File: config.mk
export PLATFORM = sky130hd
export DESIGN_NAME = ssd_value_sequencer
export DESIGN_NICKNAME = d
export VERILOG_FILES = /design/src/rtl/ssd_seq_pkg.sv /design/src/rtl/ssd_dwell_timer.sv /design/src/rtl/ssd_value_sequencer.sv
export SDC_FILE = /design/constraint.sdc
export NUM_CORES = 1
export LEC_CHECK = 0
export ABC_AREA = 1
export CAP_MARGIN = 30
export CELL_PAD_IN_SITES_DETAIL_PLACEMENT = 0
export CELL_PAD_IN_SITES_GLOBAL_PLACEMENT = 1
export CORE_MARGIN = 4
export CORE_UTILIZATION = 38
export DETAILED_ROUTE_END_ITERATION = 8
export PLACE_DENSITY_LB_ADDON = 0.1
export SKIP_CTS_REPAIR_TIMING = 1
export SYNTH_ARGS = -nofsm -noshare
export SYNTH_HDL_FRONTEND = slang
export SYNTH_HIERARCHICAL = 1
export SYNTH_SLANG_ARGS = --single-unit
File: constraint.sdc
create_clock -name i_clk_20mhz -period 2.25 [get_ports i_clk_20mhz]
set_input_delay 0.3375 -clock i_clk_20mhz [delete_from_list [all_inputs] [get_ports i_clk_20mhz]]
set_output_delay 0.3375 -clock i_clk_20mhz [all_outputs]
set_load 0.01 [all_outputs]
File: src/rtl/ssd_seq_pkg.sv
// Shared types and helpers for the SSD value sequencer.
//   t_seq_state   : sequencer state encoding
//   c_word_width  : width of one sensor word
//   f_idx_width   : width of the byte index for a given word count (min 1)
//   f_magnitude   : two's-complement magnitude; 16'h8000 maps to itself
package ssd_seq_pkg;

  typedef enum logic {S_IDLE, S_SHOW} t_seq_state;

  localparam int c_word_width = 16;

  function automatic int f_idx_width(input int num_words);
    return (2 * num_words > 2) ? $clog2(2 * num_words) : 1;
  endfunction

  function automatic logic [c_word_width-1:0] f_magnitude(input logic [c_word_width-1:0] w);
    return w[c_word_width-1] ? (~w + 16'd1) : w;
  endfunction

endpackage

File: src/rtl/ssd_dwell_timer.sv
// Dwell timer: counts enabled cycles and pulses o_tick on the last cycle of
// each dwell period, then restarts from 0.
//   i_clk_20mhz : clock
//   i_rst_20mhz : async active-low reset
//   i_run       : count enable (frozen when low)
//   i_clear     : synchronous restart at 0 (wins over i_run)
//   o_tick      : combinational, high on the final dwell cycle while running
module ssd_dwell_timer #(
  parameter int par_dwell_cycles = 20000000
) (
  input  logic i_clk_20mhz,
  input  logic i_rst_20mhz,
  input  logic i_run,
  input  logic i_clear,
  output logic o_tick
);

  localparam int c_cw = (par_dwell_cycles > 1) ? $clog2(par_dwell_cycles) : 1;
  localparam logic [c_cw-1:0] c_last = c_cw'(par_dwell_cycles - 1);

  logic [c_cw-1:0] r_cnt;

  assign o_tick = i_run && (r_cnt == c_last);

  always_ff @(posedge i_clk_20mhz or negedge i_rst_20mhz) begin
    if (!i_rst_20mhz) begin
      r_cnt <= '0;
    end else if (i_clear) begin
      r_cnt <= '0;
    end else if (i_run) begin
      if (r_cnt == c_last) r_cnt <= '0;
      else                 r_cnt <= r_cnt + 1'b1;
    end
  end

endmodule

File: src/rtl/ssd_value_sequencer.sv
// Feeds one_pmod_ssd_display: steps through a double-buffered snapshot of
// 16-bit words one byte at a time (MSByte first), each byte held for
// par_dwell_cycles clocks.
//   i_clk_20mhz, i_rst_20mhz : clock, async active-low reset
//   i_words      : snapshot, word k at [16k+15:16k]
//   i_load       : capture strobe (active directly from idle or at a wrap,
//                  otherwise into the pending buffer)
//   i_hold       : freeze dwell counter and displayed byte
//   o_value1/0   : high/low nibble of displayed byte
//   o_byte_idx   : displayed byte index, 0 = word0 MSByte
//   o_busy       : first snapshot loaded
//   o_frame_done : one-cycle pulse with the wrap to index 0
//   o_pending    : snapshot waiting for frame end
//   o_negative   : sign of displayed word
// Build option: SSD_SEQ_SIGN_MAG_EN displays sign/magnitude instead of raw
// bytes; conversion happens at capture so display latency is unchanged.
//
// state  | meaning
// S_IDLE | nothing loaded yet, outputs held 0
// S_SHOW | cycling through the active buffer
module ssd_value_sequencer
  import ssd_seq_pkg::*;
#(
  parameter int par_num_words    = 3,
  parameter int par_dwell_cycles = 20000000
) (
  input  logic                                     i_clk_20mhz,
  input  logic                                     i_rst_20mhz,
  input  logic [c_word_width*par_num_words-1:0]    i_words,
  input  logic                                     i_load,
  input  logic                                     i_hold,
  output logic [3:0]                               o_value0,
  output logic [3:0]                               o_value1,
  output logic [f_idx_width(par_num_words)-1:0]    o_byte_idx,
  output logic                                     o_busy,
  output logic                                     o_frame_done,
  output logic                                     o_pending,
  output logic                                     o_negative
);

  localparam int c_iw = f_idx_width(par_num_words);
  localparam logic [c_iw-1:0] c_last_idx = c_iw'(2 * par_num_words - 1);

  typedef logic [par_num_words-1:0][c_word_width-1:0] t_words;

  t_words                   w_in_words, w_in_mag;
  t_words                   r_act, r_pend, w_act_nxt, w_pend_nxt;
  logic [par_num_words-1:0] w_in_neg, r_act_neg, r_pend_neg, w_act_neg_nxt, w_pend_neg_nxt;
  t_seq_state               r_state, w_state_nxt;
  logic                     r_pend_vld, w_pend_vld_nxt;
  logic [c_iw-1:0]          r_idx, w_idx_nxt;
  logic                     w_tick, w_run, w_clear, w_wrap;
  logic [7:0]               w_byte, r_byte;
  logic                     w_neg_sel, r_negative, r_busy, r_frame_done;

  assign w_in_words = i_words;

`ifdef SSD_SEQ_SIGN_MAG_EN
  always_comb begin
    w_in_mag = '0;
    w_in_neg = '0;
    for (int k = 0; k < par_num_words; k++) begin
      w_in_mag[k] = f_magnitude(w_in_words[k]);
      w_in_neg[k] = w_in_words[k][c_word_width-1];
    end
  end
`else
  assign w_in_mag = w_in_words;
  assign w_in_neg = '0;
`endif

  assign w_run   = (r_state == S_SHOW) && !i_hold;
  assign w_clear = (r_state == S_IDLE) && i_load;

  ssd_dwell_timer #(
    .par_dwell_cycles(par_dwell_cycles)
  ) u_dwell_timer (
    .i_clk_20mhz(i_clk_20mhz),
    .i_rst_20mhz(i_rst_20mhz),
    .i_run      (w_run),
    .i_clear    (w_clear),
    .o_tick     (w_tick)
  );

  always_comb begin
    w_state_nxt    = r_state;
    w_act_nxt      = r_act;
    w_act_neg_nxt  = r_act_neg;
    w_pend_nxt     = r_pend;
    w_pend_neg_nxt = r_pend_neg;
    w_pend_vld_nxt = r_pend_vld;
    w_idx_nxt      = r_idx;
    w_wrap         = 1'b0;
    case (r_state)
      S_IDLE: begin
        if (i_load) begin
          w_state_nxt   = S_SHOW;
          w_act_nxt     = w_in_mag;
          w_act_neg_nxt = w_in_neg;
          w_idx_nxt     = '0;
        end
      end
      default: begin
        w_wrap = w_tick && (r_idx == c_last_idx);
        if (w_tick) w_idx_nxt = w_wrap ? '0 : r_idx + 1'b1;
        if (w_wrap) begin
          // A load landing on the wrap is newer than anything pending.
          if (i_load) begin
            w_act_nxt      = w_in_mag;
            w_act_neg_nxt  = w_in_neg;
            w_pend_vld_nxt = 1'b0;
          end else if (r_pend_vld) begin
            w_act_nxt      = r_pend;
            w_act_neg_nxt  = r_pend_neg;
            w_pend_vld_nxt = 1'b0;
          end
        end else if (i_load) begin
          w_pend_nxt     = w_in_mag;
          w_pend_neg_nxt = w_in_neg;
          w_pend_vld_nxt = 1'b1;
        end
      end
    endcase
  end

  // Byte for the next cycle, taken from next-state buffer and index so the
  // registered output lines up with the index change.
  always_comb begin
    w_byte    = '0;
    w_neg_sel = 1'b0;
    for (int k = 0; k < par_num_words; k++) begin
      if ((w_idx_nxt >> 1) == c_iw'(k)) begin
        w_byte    = w_idx_nxt[0] ? w_act_nxt[k][7:0] : w_act_nxt[k][15:8];
        w_neg_sel = w_act_neg_nxt[k];
      end
    end
  end

  always_ff @(posedge i_clk_20mhz or negedge i_rst_20mhz) begin
    if (!i_rst_20mhz) begin
      r_state      <= S_IDLE;
      r_act        <= '0;
      r_act_neg    <= '0;
      r_pend       <= '0;
      r_pend_neg   <= '0;
      r_pend_vld   <= 1'b0;
      r_idx        <= '0;
      r_byte       <= '0;
      r_negative   <= 1'b0;
      r_busy       <= 1'b0;
      r_frame_done <= 1'b0;
    end else begin
      r_state      <= w_state_nxt;
      r_act        <= w_act_nxt;
      r_act_neg    <= w_act_neg_nxt;
      r_pend       <= w_pend_nxt;
      r_pend_neg   <= w_pend_neg_nxt;
      r_pend_vld   <= w_pend_vld_nxt;
      r_idx        <= w_idx_nxt;
      r_byte       <= w_byte;
      r_negative   <= w_neg_sel;
      r_busy       <= (w_state_nxt == S_SHOW);
      r_frame_done <= w_wrap;
    end
  end

  assign o_value1     = r_byte[7:4];
  assign o_value0     = r_byte[3:0];
  assign o_byte_idx   = r_idx;
  assign o_busy       = r_busy;
  assign o_frame_done = r_frame_done;
  assign o_pending    = r_pend_vld;
  assign o_negative   = r_negative;

endmodule

Word level (Yosys, flattened, before mapping)
Index checks and enable logic that the tools add are counted.
Storage, ports and cells
  word-level logic and storage cells: 63
  output and inout port bits: 15
  flip-flop bits (word level): 139
Operators by class
  add/subtract/negate cells: 2
  bitwise operators: 2
  reductions and logical operators: 10
  equality and inequality tests: 4
  muxes and demuxes: 31
Operator list (count)
  $mux W48: 5
  $mux W25: 3
  $mux W8: 6
  $mux W3: 9
  $add A25 B1 Y25 const B: 1
  $eq A25 B25 Y1 const B: 1
  $mux W1: 8
  $logic_and A1 B1 Y1: 4
  $reduce_bool A2 Y1: 2
  $add A3 B1 Y3 const B: 1
  $eq A3 B3 Y1 const B: 1
  $logic_not A3 Y1: 1
  $reduce_and A3 Y1: 1
  $eq A2 B1 Y1 const B: 1
  $eq A2 B2 Y1 const B: 1
  $not A1 Y1: 2
  $reduce_and A2 Y1: 1
  $logic_not A1 Y1: 1

Longest topological paths before layout
  depth after elaboration: 11
  depth in mapped cells: 17
  gate-level depth less buffers: 16

Cells and area by module
The synthesis kept the hierarchy.
By module, submodules not included
  ssd_value_sequencer: instances 1, cells each 886, area each 6211.0 µm², sequential area each 2852.7 µm²
  ssd_dwell_timer: instances 1, cells each 227, area each 1620.3 µm², sequential area each 625.6 µm²

Worst setup path after synthesis
OpenSTA, ideal clock, no wires.
  kind: flip-flop to flip-flop
  from: reg o_busy (netlist name)
  to: reg r_byte[3]
  setup time: 0.124 ns
  cell stages (with the launch flop): 14
  data arrival time: 2.262 ns
  data required time: 2.126 ns
  slack: -0.137 ns
  period minus slack after synthesis: 2.387 ns
  path buffers: 2
  cell sequence: dfrtp_1 > inv_2 > clkbuf_1 > nor2_1 > inv_1 > nor2_1 > nand3_1 > nand2_2 > clkbuf_1 > nand3b_1 > nand4_1 > nand2_1 > nand3_1 > nand3_1
RTL lines
  end signal: assignment: line ssd_value_sequencer.sv:160  | r_byte <= w_byte;
  end: declaration: line ssd_value_sequencer.sv:53  | logic [7:0] w_byte, r_byte;

Worst setup path after layout
  from: reg u_dwell_timer.r_cnt[1]
  to: reg r_byte[3]
On the way
  cells in the longest elaborated chain, start to end: 10
  elaborated cells between the ends (all ways): 17
  those cells by class: 3 x eq/ne; 11 x mux; 3 x reduce/logical
RTL lines
  start: declaration: line ssd_dwell_timer.sv:21  | logic [c_cw-1:0] r_cnt;
  start signal: assignment: line ssd_dwell_timer.sv:32  | else r_cnt <= r_cnt + 1'b1;
  $eq A25 B25 Y1 (*): line ssd_dwell_timer.sv:23  | assign o_tick = i_run && (r_cnt == c_last);
  $logic_and A1 B1 Y1 (*): line ssd_dwell_timer.sv:23
  net w_tick: line ssd_value_sequencer.sv:52  | logic w_tick, w_run, w_clear, w_wrap;
  $logic_and A1 B1 Y1: line ssd_value_sequencer.sv:104  | w_wrap = w_tick && (r_idx == c_last_idx);
  $mux W3 (2 in series): line ssd_value_sequencer.sv:105  | if (w_tick) w_idx_nxt = w_wrap ? '0 : r_idx + 1'b1;
  $mux W3: line ssd_value_sequencer.sv:94  | case (r_state)
  $logic_not A3 Y1 / $mux W8 (equally long branches): line ssd_value_sequencer.sv:132, ssd_value_sequencer.sv:133
  $mux W8 (2 in series): line ssd_value_sequencer.sv:132  | if ((w_idx_nxt >> 1) == c_iw'(k)) begin
  $mux W8 (*): line ssd_value_sequencer.sv:132
  net w_byte[3]: line ssd_value_sequencer.sv:53
The timed path passes the listed nets; every way through them passes the cells marked *.
A chain may end at the register's enable or synchronous reset.

==> summary.md <==
| Metric | Value |
|---|---|
| Crit-path max FO | 9 |
| Failing checks | setup timing |
| Hold path depth | 3 |
| Netlist cell types | 36 |
| R2r setup slk | -0.16 ns |
| Global placer's final weighted congestion | 0.8762 |
| Worst-Skew Late Latency | 0.42 ns |
| Req. time, crit path | 2.56 ns |
| Pre-CTS setup slack | -0.1801 ns |
| Worst hold-check path type | in -> reg |
| CTS sink cnt | 139 |
| Critical path class | reg -> reg |
| IO Pins | 67 |
| CTS HTree Levels | 4 |
| Reg area | 3480 um2 |
| Vias in the first global route | 7512 |
| Multi-input gate area | 4006 um2 |
| DR WL met2 | 11760 um |
| Critical path's largest stage delay | 0.35 ns |
| Final Cycle Share | 1.070 |
| ANT cells | 0 |
| Port-buffer cells | 66 |
| Share of layout cells above drive strength 1 | 0.2006 |
| Synthesized Nets | 1168 |
| Routed len/inst | 15.68 um |
| Post-synth EDFFs | 0 |
| Power Dens Cells | 626.1 nW/um2 |
| Seq cells post-synth | 139 |
| Die width | 151.6 um |
| Slowest-stage cell, CP | dfrtp_1 |
| Antenna violations before repair | 0 |
| Wl on met1 | 11430 um |
| # rows | 52 |
| Worst Reg-to-Reg Cells | 17 |
| Clock root cell | clkbuf_16 |
| RSZ-0062 raised after global routing | true |
| Met3 wire length | 727 um |
| Via count | 7539 |
| CTS tree | yes |
| DRT Pass-1 Iters | 5 |
| Arr. time, crit path | 2.71 ns |
| 1st-iter DRT viols | 374 |
| Reg clk slew, reported paths | 0.06 ns |
| Detail Route Antenna Nets | 0 |
| Die span in y | 151.6 um |
| Sequential area share after synthesis | 0.4442 |
| Filler cells | 2016 |
| Reg2Reg Launch Point | u_dwell_timer/r_cnt[1] |
| Num CTS Buffers | 17 |
| Clock tree buffer depth | 2 |
| Final Max Tran Viols | 0 |
| Fin nets | 1323 |
| Fmax | 415.5 MHz |
| Reg2reg end | r_byte[3] |
| Hold Startpoint | i_load |
| Tot GR Track Use | 0.2215 |
| Placed instance area | 9522 um2 |
| Max IR drop VDD | 0.0005123 V |
| Crit start category | flip-flop |
| Setup Skew | 0.007989 ns |
| Top layer in use | met4 |
| Detailed Place HPWL | 17210 um |
| Hold Fails Final Rpt | 0 |
| Largest net degree at the start of global routing | 59 |
| Crit-path cells | ha_2, nand2_2, nor2_4, nand2_4, inv_2, nand4_1, nor2_4, buf_6, buf_6, nand2_1, nand2_1, nor2_2, nor2_4, buf_6, nand3_1, nand3_2, nand3_1 |
| Initial Util | 0.3870 |
| Status | finished with violations |
| Gr ovfl total | 0 |
| DRC viols | 0 |
| Via density | 4.861 |
| Die footprint | 22970 um2 |
| Post-Synthesis Mean Instance Area | 7.036 um2 |
| Worst Setup Slack, final | -0.1566 ns |
| Yosys warns | 6 |
| Final setup vio count | 15 |
| Post-synth top flop | dfrtp_1 |
| Min-Delay Endpoint | o_busy |
| Ys async rst share | 1.000 |
| Non-Filler Cell Area, Final | 10600 um2 |
| Global-route wire length before repair | 39450 um |
| CP Capture Type | flip-flop |
| Layout area overhead | 35.36% |
| Max-cap violations | 0 |
| Rel. slew slack | 0.5956 |
| Routed Wire Length | 24310 um |
| Post-Synthesis Cells | 1113 |
| Post-route minimum period | 2.407 ns |
| Synthesized cell area | 7831 um2 |
| Tot Pwr | 6.637 mW |
| Total core area | 20230 um2 |
| Pleak | 5.381 nW |
| Worst Tran Pin Value | 0.6044 ns |
-- layout by cell type (no fill, tap or decap), drive strengths merged, types with 21 or more instances in the layout --
cell type / count
nor2: 95
buf: 117
clkbuf: 23
inv: 83
nand2: 503
o21ai: 39
nand4: 21
nand3: 114
a21oi: 22
clkdlybuf4s50: 64
dfrtp: 139
-- worst max path at each step --
stage                           end  depth (start not counted)                    from  slack (ns)
after global placement    r_byte[2]                         16                  i_hold       -0.21
after global routing      r_byte[5]                         17  u_dwell_timer/r_cnt[1]       -0.37
after detailed placement  r_byte[2]                         16                  i_hold       -0.18
final                     r_byte[3]                         17  u_dwell_timer/r_cnt[1]       -0.16
after CTS                 r_byte[5]                         15  u_dwell_timer/r_cnt[0]       -0.15
after floorplan           r_byte[5]                         14                  o_busy       0.009
-- Yosys cell counts (5+ instances only) --
master,number,area [um2]
buf_2,27,135.1
dfrtp_1,139,3478
nand2_2,7,43.79
or2_2,7,43.79
inv_2,9,33.78
a21oi_2,5,43.79
xor2_1,8,70.07
nand2_1,494,1854
nor2_1,70,262.8
o21ai_0,32,160.2
nand4_1,21,131.4
nand3_1,113,565.5
inv_1,72,270.3
nor2_2,20,125.1
nor2_4,5,56.30
clkbuf_1,14,52.55
nand3b_1,14,105.1
o21ai_1,5,25.02
o21bai_1,8,60.06
a21oi_1,17,85.08
-- per-stage QoR --
step                setup TNS [ns]  instances  hold WS [ns]  utilization
floorplan                        0       1113       0.04191            -
global placement            -1.991       1510        0.2726       0.4706
detailed placement          -1.618       1510        0.2696       0.4706
CTS                         -1.148       1542       -0.1822       0.5031
global route                -7.362       1551        0.3737       0.5239
finish                      -1.216       1551        0.3699       0.5239
-- final cells by class --
cell class,instances,area share
clock buffer,19,0.04178
multi-input combinational,843,0.3779
tap,270,0.03187
timing repair buffer,186,0.1709
inverter,81,0.02892
clock inverter,13,0.02030
sequential,139,0.3283
-- layer usage --
metal / vias to the layer above / global-route usage
li1: 3812 / -
met1: 3588 / 0.3031
met2: 113 / 0.3654
met3: 26 / 0.03688
met4: 0 / 0.05840
met5: - / 0
-- registers in the layout, indices dropped and copies added, names as in the netlist --
name and count:
r_act 48, r_pend 48, u_dwell_timer/r_cnt 25, r_byte 8, o_byte_idx 3, r_act_neg 3, o_busy 1, o_frame_done 1
o_negative 1, o_pending 1
-- where the power goes --
| group | total (mW) | switching, mW | internal (mW) | leakage [nW] |
|---|---|---|---|---|
| registers | 2.72 | 0.0740 | 2.65 | 1.73 |
| logic | 0.744 | 0.396 | 0.348 | 3.34 |
| clock network | 3.17 | 1.16 | 2.01 | 0.306 |
| total | 6.64 | 1.63 | 5.00 | 5.38 |
-- logic make-up after synthesis --
| logic type | Yosys count | share of synthesized area |
|---|---|---|
| muxes | 1 | 0.001278 |
| DFF | 139 | 0.4442 |
| and+or+nand+nor | 757 | 0.4132 |
| buffers and inverters | 131 | 0.07190 |
| xor gates and xnor gates | 9 | 0.01007 |
| adders and majority gates | 3 | 0.004794 |
| AOI/OAI and AO/OA | 73 | 0.05464 |
-- critical path, delay by kind of cell, from the launching register on --
kind	cells	cell delay, ns
adder cells (fa/ha/maj)	1	0.19
buffers and inverters	4	0.45
AND/OR/NAND/NOR	12	1.32
flip-flops	1	0.35
No activity file was read; power rests on OpenSTA's default activity.
==> patch 1, RTL diff (same flow settings) <==
Add a define of `SSD_SEQ_SIGN_MAG_EN`.
--- a/src/rtl/ssd_value_sequencer.sv
+++ b/src/rtl/ssd_value_sequencer.sv
@@ -18,6 +18,8 @@
 // state  | meaning
 // S_IDLE | nothing loaded yet, outputs held 0
 // S_SHOW | cycling through the active buffer
+`define SSD_SEQ_SIGN_MAG_EN
+
 module ssd_value_sequencer
   import ssd_seq_pkg::*;
 #(
Function: changed (a bounded check fails within 4 cycles, from zero or initial values and one cycle with i_rst_20mhz low).
==> patch 1 against the unedited design <==
The run still ends with negative setup slack left. Synthesized area grew 20%. Via count grew 31%. Sequential cell count grew 3. Global-route usage grew 0.68 points. Worst setup slack lost 0.068 ns. Count of clock-buffer cells in the layout shrank 2. Cell area grew 25%. Largest cell class unchanged. Fmax shrank 2.8%. Wire length grew 34%.
Power is not compared: it rests on default switching activity, and its combinational part moved more than twofold at a synthesized area within 25%.
==> patch 1: results (changes against the unedited design) <==
worst_setup_path:
  path_max_fanout: 6  # -3
  regToRegEndpoint: "r_byte[4]"
  r2r_slack_ns: -0.23  # -0.07 ns
run_status:
  status: "complete, but fails checks"
  violations: "negative setup slack"
synth:
  seq_area_frac_synth_pct: 37.7  # -6.7 points
  synth_commonest_cells: "498 x nand2_1, 186 x nand3_1, 153 x inv_1, 142 x dfrtp_1, 107 x nor2_1"
  synth_fa_ha_area_share_pct: 0.797  # +0.32 points
  synthMuxAreaShare_pct: 0.212  # +0.085 points
  synth_area_leaders: "dfrtp_1 38%, nand2_1 20%, nand3_1 9.9%"
  synthesis.nets: 1470  # +26%
  ys_types: 47  # +31%
global_routing:
  grt_max_degree: 66  # +12%
  grt.total_usage_pct: 22.8  # +0.68 points
sta:
  hold_slack_ns: 0.357  # -0.0129 ns
  finalSetupViolCount: 57  # +42
  setup_slack_ns: -0.225  # -0.0684 ns
  finClkSkew_ns: 0.00943  # +0.00145 ns
final_layout:
  drive_above_1_share_pct: 25.9  # +5.8 points
  nNetsFinal: 1679  # +27%
  n_fill_cell: 2449  # +21%
routing:
  drt_iter0_drc: 746  # +99%
  detail_route.wl_per_cell_um: 16.7  # +6.3%
placed_design:
  pre_cts_ws_ns: -0.271  # -0.0911 ns
  gp_congestion: 0.865  # -1.3%
  dp_hpwl_mm: 22.1  # +28%
patch 1: worst max path at each step:
stage                            from         to  slack (ns)
6_report       u_dwell_timer/r_cnt[0]  r_byte[4]       -0.23
5_1_grt        u_dwell_timer/r_cnt[0]  r_byte[4]       -0.39
4_1_cts        u_dwell_timer/r_cnt[0]  r_byte[4]       -0.27
3_5_place_dp                   i_hold  r_byte[4]       -0.27
3_3_place_gp                   i_hold  r_byte[4]       -0.27
2_1_floorplan  u_dwell_timer/r_cnt[0]  r_byte[6]       -0.03
patch 1: cell families (layout without fill, tap and decap cells):
group / after synthesis / in the layout
xor gates and xnor gates: 12 / 12
and+or+nand+nor: 861 / 861
DFF: 142 / 142
adders and majority gates: 6 / 6
muxes: 2 / 2
AOI/OAI and AO/OA: 168 / 168
buffers and inverters: 221 / 442
patch 1: final cells by class:
type	instances	area, µm²	share of cell area [%]
Sequential cell	142	3550	26.9
Clock inverter	14	120	0.909
Multi-Input combinational cell	1049	5560	42.1
Timing Repair Buffer	245	2500	18.9
Clock buffer	17	425	3.22
Inverter	166	653	4.94
Tap cell	324	405	3.07
patch 1: tightest hold or removal path, cell delays in order:
cell and delay, ns:
buf_2 0.13, inv_2 0.13, nand2_2 0.14
patch 1: through the flow:
stage | instance area (µm²) | std cells
final | 13200 | 1957
after CTS | 12000 | 1928
after detailed placement | 11500 | 1897
after global placement | 11500 | 1897
after floorplan | 9440 | 1412
after global routing | 13200 | 1957
patch 1: routing by layer:
layer / share of wire (%) / track usage [%] / up-vias / wire (µm)
li1: - / - / 4947 / -
met3: 3.9 / 3.43 / 34 / 1280
met5: 0 / 0 / - / 0
met4: 1.2 / 4.12 / 0 / 403
met1: 48 / 32.6 / 4648 / 15700
met2: 47 / 37.2 / 233 / 15200
==> patch 2, RTL diff (config.mk and constraints unchanged) <==
Without the edit above. Make the reset (`i_rst_20mhz`) synchronous in 2 clocked blocks. Comments in the files are not updated.
--- a/src/rtl/ssd_dwell_timer.sv
+++ b/src/rtl/ssd_dwell_timer.sv
@@ -22,7 +22,7 @@
 
   assign o_tick = i_run && (r_cnt == c_last);
 
-  always_ff @(posedge i_clk_20mhz or negedge i_rst_20mhz) begin
+  always_ff @(posedge i_clk_20mhz) begin
     if (!i_rst_20mhz) begin
       r_cnt <= '0;
     end else if (i_clear) begin
--- a/src/rtl/ssd_value_sequencer.sv
+++ b/src/rtl/ssd_value_sequencer.sv
@@ -136,7 +136,7 @@
     end
   end
 
-  always_ff @(posedge i_clk_20mhz or negedge i_rst_20mhz) begin
+  always_ff @(posedge i_clk_20mhz) begin
     if (!i_rst_20mhz) begin
       r_state      <= S_IDLE;
       r_act        <= '0;
Function: differs if i_rst_20mhz is asserted again (counterexample within 4 cycles, from zero or initial values and one cycle with i_rst_20mhz low); with i_rst_20mhz held inactive, the same outputs for 4 cycles.
==> patch 2 against the unedited design <==
The flow still finishes with violations (negative setup slack). Non-clock buffer count is 20 lower. Sequential power decreased by 3%. Worst setup slack improved by 0.15 ns. Wire length shrank 5.5%. Cell area fell by 8.3%. Sequential cell count unchanged. Synthesized area fell by 7.9%. Power fell by 5.2%. Clock power fell by 12%. Worst hold slack gained 0.052 ns. Largest cell class unchanged.
==> patch 2: results (changes against the unedited design) <==
sta:
  setup_slack_ns: -0.0106  # +0.146 ns
  finalSetupViolCount: 1  # -14
  slew_headroom_pct: 49.6  # -9.9 points
synth:
  synth_compound_area_share_pct: 13.5  # +8.0 points
  synth_fa_ha_area_share_pct: 0.520  # +0.041 points
  synthesis.nets: 1174  # +0.51%
  postSynth.asyncResetShare_pct: 0  # -100 points
  synth_xor_area_share_pct: 0.850  # -0.16 points
  synthFlopType: "dfxtp_1"
  synthMuxAreaShare_pct: 0  # -0.13 points
  synth_commonest_cells: "311 x nand2_1, 139 x dfxtp_1, 118 x nor2_1, 113 x nand3_1, 108 x inv_1"
  ys_types: 35  # -2.8%
routing:
  wl_met2_mm: 11.2  # -4.4%
  via_per_inst: 4.90  # +0.85%
  drt_iter0_drc: 359  # -4.0%
  finalWirelength_mm: 23.0  # -5.5%
  m1WireLength_mm: 10.6  # -6.9%
run_status:
  status: "complete, but fails checks"
  violations: "negative setup slack"
global_routing:
  first_global_vias: 7075  # -5.8%
  grt_max_degree: 72  # +22%
  grt_use_met3_pct: 3.52  # -0.17 points
worst_setup_path:
  path_max_fanout: 35  # +26
  r2r_cells: 20  # +3
final_layout:
  nNetsFinal: 1300  # -1.7%
  drive_above_1_share_pct: 19.9  # -0.17 points
min_path:
  hold_depth: 2  # -1
-- patch 2: power breakdown --
part	switching (W)	leakage, nW	total (W)	internal [W]
Sequential	0.0000423	1.14	0.00263	0.00259
Clock	0.00115	0.273	0.00278	0.00164
Combinational	0.000512	2.78	0.000877	0.000365
Total	0.00170	4.19	0.00629	0.00459
-- patch 2: kinds of logic (layout without fill, tap and decap cells) --
logic type / after synthesis / after routing
buf+inv: 180 / 318
flops: 139 / 139
compound gates: 190 / 190
fa+ha+maj: 3 / 3
simple gates: 600 / 600
xor+xnor: 7 / 7
-- patch 2: area by class of cell --
cell class / count / area, µm²
repair buffers: 166 / 1670
inverters: 121 / 469
clock buffers: 18 / 429
well taps: 234 / 293
clock inverters: 13 / 145
fillers: 1936 / 8980
flip-flops and latches: 139 / 2790
multi-input cells: 800 / 3930
-- patch 2: worst max-delay path, cell delays in order (launching register included) --
cell and delay [ns]:
dfxtp_2 0.35, buf_4 0.11, buf_4 0.41, clkdlybuf4s50_1 0.63
-- patch 2: path summary, 6_finish.rpt --
check,from,endpoint,slack [ns]
max,o_busy,o_busy,-0.01
min,r_act_neg[1],r_act_neg[1],0.42
max reg2reg,o_busy,r_byte[2],0.02
min reg2reg,r_act_neg[1],r_act_neg[1],0.42
-- patch 2: per-stage QoR --
stage          setup TNS, ns  std cells  hold slack (ns)  setup WS [ns]
2_1_floorplan          -1.56       1119            0.404         -0.215
3_3_place_gp          -30.46       1445            0.416         -0.511
3_5_place_dp          -35.83       1445            0.416         -0.535
4_1_cts                -6.34       1476            0.313         -0.194
5_1_grt                -1.29       1491            0.451         -0.139
6_report             -0.0106       1491            0.422        -0.0106
